$ cat config.mk
export PLATFORM = sky130hd
export DESIGN_NAME = fetch_ctrl_flat
export DESIGN_NICKNAME = d
export VERILOG_FILES = /design/src/rtl/fetch_ctrl_if.sv /design/src/rtl/fetch_ctrl.sv /design/src/flat_wrapper.sv
export SDC_FILE = /design/constraint.sdc
export NUM_CORES = 1
export LEC_CHECK = 0
export CAP_MARGIN = 15
export CELL_PAD_IN_SITES_DETAIL_PLACEMENT = 1
export CELL_PAD_IN_SITES_GLOBAL_PLACEMENT = 1
export CORE_MARGIN = 2
export CORE_UTILIZATION = 43
export CTS_BUF_LIST = sky130_fd_sc_hd__clkbuf_4
export DETAILED_ROUTE_END_ITERATION = 16
export PLACE_DENSITY_LB_ADDON = 0.1
export SETUP_SLACK_MARGIN = 0.5
export SLEW_MARGIN = 20
export SYNTH_ARGS = -nofsm -noshare
export SYNTH_HDL_FRONTEND = slang
export SYNTH_SLANG_ARGS = --single-unit
$ cat constraint.sdc
create_clock -name clk -period 2.15 [get_ports clk]
set_input_delay 0.3225 -clock clk [delete_from_list [all_inputs] [get_ports clk]]
set_output_delay 0.3225 -clock clk [all_outputs]
set_load 0.03 [all_outputs]
$ cat src/rtl/fetch_ctrl_if.sv
// Instruction memory request bus between the fetch sequencer and imem.
// Request and address are held by the master until the slave acks.
interface fetch_ctrl_if #(
   parameter int ADDRESS_WIDTH = 32,
   parameter int DATA_WIDTH    = 32
);
   logic                     imem_req;
   logic [ADDRESS_WIDTH-1:0] imem_addr;
   logic                     imem_ack;
   logic [DATA_WIDTH-1:0]    imem_rdata;

   modport master (
      output imem_req,
      output imem_addr,
      input  imem_ack,
      input  imem_rdata
   );

   modport slave (
      input  imem_req,
      input  imem_addr,
      output imem_ack,
      output imem_rdata
   );
endinterface

$ cat src/rtl/fetch_ctrl.sv
// Fetch sequencer: owns the fetch PC, drives imem requests, buffers
// returned words in a 2-entry queue and squashes stale fetches on redirect.
module fetch_ctrl #(
   parameter int ADDRESS_WIDTH = 32,
   parameter int DATA_WIDTH    = 32,
   parameter logic [ADDRESS_WIDTH-1:0] RESET_PC = '0,
   parameter int PC_STEP       = 4
) (
   input  logic                     clk,
   input  logic                     rst,
   input  logic                     redirect_valid,
   input  logic [ADDRESS_WIDTH-1:0] redirect_pc,
   input  logic                     stall,
   fetch_ctrl_if.master             imem,
   output logic                     instr_valid,
   output logic [DATA_WIDTH-1:0]    instr,
   output logic [ADDRESS_WIDTH-1:0] instr_pc
);
   localparam int AW = ADDRESS_WIDTH;
   localparam int DW = DATA_WIDTH;

   typedef enum logic {
      FETCH,
      DRAIN
   } state_t;

   state_t state_q, state_d;

   logic [AW-1:0] fetch_pc_q, fetch_pc_d;
   logic [AW-1:0] pend_pc_q, pend_pc_d;
   logic          go_q;
   logic          req_q;

   logic          h_v_q, t_v_q;
   logic [AW-1:0] h_pc_q, t_pc_q;
   logic [DW-1:0] h_dat_q, t_dat_q;

   logic [1:0]    occ;
   logic          pop;
   logic          new_req;
   logic          req;
   logic          ack;
   logic          push;

   assign occ = {1'b0, h_v_q} + {1'b0, t_v_q};
   assign pop = h_v_q & ~stall & ~redirect_valid;

   // A new request never starts in a redirect cycle, so the
   // target is always fetched from a clean FETCH state.
   assign new_req = go_q & (state_q == FETCH) & ~req_q
                  & ~redirect_valid
                  & ((occ != 2'd2) | pop);

   assign req  = req_q | new_req;
   assign ack  = req & imem.imem_ack;
   assign push = (state_q == FETCH) & ack & ~redirect_valid;

   assign imem.imem_req  = req;
   assign imem.imem_addr = fetch_pc_q;

   assign instr_valid = h_v_q;
   assign instr       = h_dat_q;
   assign instr_pc    = h_pc_q;

   always_comb begin
      state_d    = state_q;
      fetch_pc_d = fetch_pc_q;
      pend_pc_d  = pend_pc_q;
      unique case (state_q)
         FETCH: begin
            if (redirect_valid) begin
               if (!req_q || ack) begin
                  fetch_pc_d = redirect_pc;
               end else begin
                  pend_pc_d = redirect_pc;
                  state_d   = DRAIN;
               end
            end else if (ack) begin
               fetch_pc_d = fetch_pc_q + AW'(PC_STEP);
            end
         end
         DRAIN: begin
            if (ack) begin
               fetch_pc_d = redirect_valid ? redirect_pc
                                           : pend_pc_q;
               state_d    = FETCH;
            end else if (redirect_valid) begin
               pend_pc_d = redirect_pc;
            end
         end
         default: state_d = FETCH;
      endcase
   end

   always_ff @(posedge clk or negedge rst) begin
      if (!rst) begin
         state_q    <= FETCH;
         fetch_pc_q <= RESET_PC;
         pend_pc_q  <= RESET_PC;
         go_q       <= 1'b0;
         req_q      <= 1'b0;
      end else begin
         state_q    <= state_d;
         fetch_pc_q <= fetch_pc_d;
         pend_pc_q  <= pend_pc_d;
         go_q       <= 1'b1;
         req_q      <= req & ~ack;
      end
   end

   always_ff @(posedge clk or negedge rst) begin
      if (!rst) begin
         h_v_q   <= 1'b0;
         t_v_q   <= 1'b0;
         h_pc_q  <= '0;
         t_pc_q  <= '0;
         h_dat_q <= '0;
         t_dat_q <= '0;
      end else if (redirect_valid) begin
         h_v_q <= 1'b0;
         t_v_q <= 1'b0;
      end else if (pop) begin
         if (t_v_q) begin
            h_pc_q  <= t_pc_q;
            h_dat_q <= t_dat_q;
            if (push) begin
               t_pc_q  <= fetch_pc_q;
               t_dat_q <= imem.imem_rdata;
            end else begin
               t_v_q <= 1'b0;
            end
         end else if (push) begin
            h_pc_q  <= fetch_pc_q;
            h_dat_q <= imem.imem_rdata;
         end else begin
            h_v_q <= 1'b0;
         end
      end else if (push) begin
         if (!h_v_q) begin
            h_v_q   <= 1'b1;
            h_pc_q  <= fetch_pc_q;
            h_dat_q <= imem.imem_rdata;
         end else begin
            t_v_q   <= 1'b1;
            t_pc_q  <= fetch_pc_q;
            t_dat_q <= imem.imem_rdata;
         end
      end
   end

   a_no_overflow: assert property (
      @(posedge clk) disable iff (!rst)
      !(push && (occ == 2'd2) && !pop)
   );
endmodule

$ cat src/flat_wrapper.sv
// flat-port wrapper written by rule: the top's interface ports become plain ports
module fetch_ctrl_flat 
#(
   parameter int ADDRESS_WIDTH = 32,
   parameter int DATA_WIDTH    = 32,
   parameter logic [ADDRESS_WIDTH-1:0] RESET_PC = '0,
   parameter int PC_STEP       = 4
)
  (clk, rst, redirect_valid, redirect_pc, stall, instr_valid, instr, instr_pc, imem_imem_req, imem_imem_addr, imem_imem_ack, imem_imem_rdata);
  fetch_ctrl_if #(.ADDRESS_WIDTH(ADDRESS_WIDTH), .DATA_WIDTH(DATA_WIDTH)) imem_i ();
  input  logic clk;
  input  logic rst;
  input  logic redirect_valid;
  input  logic [ADDRESS_WIDTH-1:0] redirect_pc;
  input  logic stall;
  output logic instr_valid;
  output logic [DATA_WIDTH-1:0] instr;
  output logic [ADDRESS_WIDTH-1:0] instr_pc;
  output wire logic [$bits(imem_i.imem_req)-1:0] imem_imem_req;
  output wire logic [$bits(imem_i.imem_addr)-1:0] imem_imem_addr;
  input wire logic [$bits(imem_i.imem_ack)-1:0] imem_imem_ack;
  input wire logic [$bits(imem_i.imem_rdata)-1:0] imem_imem_rdata;
  assign imem_imem_req = imem_i.imem_req;
  assign imem_imem_addr = imem_i.imem_addr;
  assign imem_i.imem_ack = imem_imem_ack;
  assign imem_i.imem_rdata = imem_imem_rdata;
  fetch_ctrl #(.ADDRESS_WIDTH(ADDRESS_WIDTH), .DATA_WIDTH(DATA_WIDTH), .RESET_PC(RESET_PC), .PC_STEP(PC_STEP)) u_core (.clk(clk), .rst(rst), .redirect_valid(redirect_valid), .redirect_pc(redirect_pc), .stall(stall), .imem(imem_i), .instr_valid(instr_valid), .instr(instr), .instr_pc(instr_pc));
endmodule
==> summary.md <==
| Metric | Value |
|---|---|
| Crit path top cell by count | buf_4 |
| Endpoints failing hold | 0 |
| Antenna violations before repair | 0 |
| Hold crit path type | in -> reg |
| Critical Path AT | 2680 ps |
| Main combinational cell family by area after synthesis | multiplexers |
| CTS root buffer | clkbuf_4 |
| Ant diodes | 0 |
| CTS tree | built |
| Area post-placement | 12000 um2 |
| RSZ-0062 raised after global routing | yes |
| Status | complete, no violations |
| XOR/XNOR Fraction of Synth Area | 0.473% |
| P&R area growth vs syn | 52.3% |
| Most frequent cells in the layout | dfrtp_1, buf_4, nor2_1 |
| Slew Limit Fails | 0 |
| CP Max Fanout | 8 |
| Fillers | 2124 |
| Max incr delay on CP | 480 ps |
| Setup violations, final | 0 |
| Startpoint types | flop |
| Synth Net Count | 891 |
| Number of distinct library cells after synthesis | 67 |
| Max-cap viol count | 0 |
| Post-synthesis compound-gate area fraction | 11.9% |
| Endpoint type of the worst setup path | flop |
| Commonest non-fill, non-tap cell in the layout | dfrtp_1 |
| Starting Density | 43.9% |
| Critical-path top delay cell | dfrtp_2 |
| H-tree lvl count | 4 |
| Via count | 8788 |
| Post-synthesis adder-cell area fraction | 0.135% |
| Cell count after synthesis | 821 |
| Standard-cell rows | 53 |
| Total track usage | 29.1% |
| Max clock buf depth | 2 |
| R2R Path Start | u_core.instr_valid$_DFFE_PN0P_ |
| Post-synth top area cell | dfrtp_1 |
| Post-Syn Area | 9260 um2 |
| Area of the multi-input gates | 4660 um2 |
| Die Width | 151 um |
| Final Instance Count excl. Fillers | 1453 |
| Final Power | 19.6 mW |
| Clock transition at path regs | 210 ps |
| Crit path kind | reg -> reg |
| Relative slew slack | 65.4% |
| Fin nets | 1235 |
| Die height | 151 um |
| Max VDD drop | 0.000744 V |
| DRC violation count after routing | 0 |
| CTS buffer count | 17 |
| Final min period | 2120 ps |
| Fin crit share | 98.6% |
| Hold Path Stages | 2 |
| Finished Core Util | 66.9% |
| Die area | 22700 um2 |
| Sequential share of the synthesized area | 53.2% |
| Post-DR wirelength/cell | 27.5 um |
| Hold EP | u_core.t_v_q$_DFFE_PN0P_ |
| Pwr per Cell Area | 1390 nW/um2 |
| Worst Skew | 52.0 ps |
| Hold WS | 36.9 ps |
| Req. time, crit path | 2710 ps |
| Worst-Skew Late Latency | 660 ps |
| Post-synth EDFFs | 0 |
| Post-Place Setup Slack | -165 ps |
| Total grt overflow | 0 |
| Buffers on Ports | 166 |
| Worst-case reg-to-reg path depth | 8 |
| Final instance area | 14100 um2 |
| Worst Setup SP | u_core.instr_valid$_DFFE_PN0P_ |
| Sum Neg Setup Slack | 0 ps |
| Area fraction of the dominant cell type after synthesis | 53.2% |
| Vias in the first global route | 8843 |
| R2R setup slack | 30 ps |
| First-pass GRT wire length | 50600 um |
| DR vias/cell | 6.05 |
| Largest cells by area after synthesis | dfrtp_1, mux2_2, mux2i_1 |
| Main synth FF type | dfrtp_1 |
| Placed cells | 1276 |
| Initial detailed-routing violation count | 636 |
| GPL Wtd Cong | 0.876 |
| Fmax achieved | 0.472 GHz |
| Worst slew pin tran | 516 ps |
| Register bit total from synthesis | 197 |
| I/O pins | 167 |
| Register area | 4960 um2 |
| Post-route setup slack | 29.4 ps |
| Crit-path cells | buf_4 -> buf_4 -> a211o_1 -> o21bai_4 -> clkbuf_16 -> buf_4 -> nor2_1 -> a21oi_1 |
| Antenna Nets Post-Route | 0 |
| Clock Sink Count | 197 |
| Buffers & Inverters on Critical Path | 4 |
| Pre-antenna DRT Iters | 6 |
| Final HPWL DP | 19700 um |
| CP top delay family | compound AO/OA/AOI/OAI gates |
| Core region area | 21100 um2 |
| Simple-Gate Fraction of Synth Area | 10.6% |
| Post-synthesis mux area share | 19.4% |
| WL final | 39900 um |
| Share of cells above drive strength 1 | 46.1% |
| Yosys warnings | 0 |
| Async set or reset register ratio after synthesis | 100% |
| Leakage | 6.13 nW |
| Worst Hold Launch | redirect_valid |
| Pin count of the biggest net entering global routing | 57 |
| Worst reg2reg endpoint | u_core.instr_pc[13]$_DFFE_PN0P_ |
| Syn Area/Cell | 11.3 um2 |
-- synthesized netlist by cell type (3+ instances only) --
master and count:
buf_6 6, a221oi_1 5, o21ai_0 36, o311ai_0 5, inv_1 13, a211o_1 4, a222oi_1 4, nor3_1 8
mux2_1 10, mux2i_1 73, or3_1 4, o22ai_1 6, nand3_1 10, nand4_1 7, mux2_2 85, dfrtp_1 197
a21oi_1 83, or4_1 3, buf_4 5, a31oi_1 7, nand2_1 37, buf_1 3, nor2b_1 4, xnor2_1 4
clkbuf_1 10, and3_1 7, nor2_1 87, o211ai_1 3, nor4_1 5, a22oi_1 7, nand2b_1 4, buf_2 36
-- metal layers --
layer / up-vias / part of all wire (%) / track usage [%]
met5: - / 0 / 0
met4: 0 / 4.4 / 12.2
met3: 128 / 6.9 / 4.73
met2: 477 / 49 / 48.0
met1: 4515 / 40 / 38.3
li1: 3668 / - / -
-- cell families after synthesis --
group,count (synthesis)
simple gates,195
fa+ha+maj,1
mux,168
flops,197
buf+inv,73
other cells,1
compound gates,181
xor+xnor,5
-- sequential cells by signal, indices dropped and copies added (netlist names) --
register	cells
u_core.go_q	1
u_core.imem.imem_addr	32
u_core.instr	32
u_core.instr_pc	32
u_core.instr_valid	1
u_core.pend_pc_q	32
u_core.req_q	1
u_core.state_q	1
u_core.t_dat_q	32
u_core.t_pc_q	32
u_core.t_v_q	1
-- power by group --
part / total [mW] / leakage [nW] / switching (mW) / internal, mW
clock: 2.21 / 0.158 / 1.49 / 0.720
sequential: 6.53 / 2.39 / 1.29 / 5.25
combinational: 10.9 / 3.58 / 6.25 / 4.64
total: 19.6 / 6.13 / 9.02 / 10.6
-- worst max path at each step --
| stage | endpoint | slack (ps) | cells after the start |
|---|---|---|---|
| 5_1_grt | u_core.instr_pc[13]$_DFFE_PN0P_ | 10 | 8 |
| 2_1_floorplan | u_core.imem.imem_addr[31]$_DFFE_PN0P_ | 200 | 6 |
| 6_report | u_core.instr_pc[13]$_DFFE_PN0P_ | 30 | 8 |
| 3_5_place_dp | u_core.t_pc_q[17]$_DFFE_PN0P_ | -170 | 7 |
| 3_3_place_gp | u_core.t_pc_q[17]$_DFFE_PN0P_ | -70 | 7 |
| 4_1_cts | imem_imem_req | 120 | 6 |
-- area by class of cell --
cell class	instances	area share [%]
clock buffers	17	0.905
clock inverters	15	1.20
inverters	13	0.346
multi-input cells	551	33.1
flip-flops and latches	197	35.2
well taps	275	2.44
repair buffers	385	26.9
-- what timing repair did --
action | CTS | global route
endpoints found under the hold margin | 51 | 0
setup endpoints to repair | 289 | 233
gates resized for setup | 581 | 122
pin swaps | 13 | 23
gates cloned | 10 | 9
buffers inserted | 76 | 49
hold buffers | 1 | 0
Note: power is estimated with default switching activity, not from simulation.
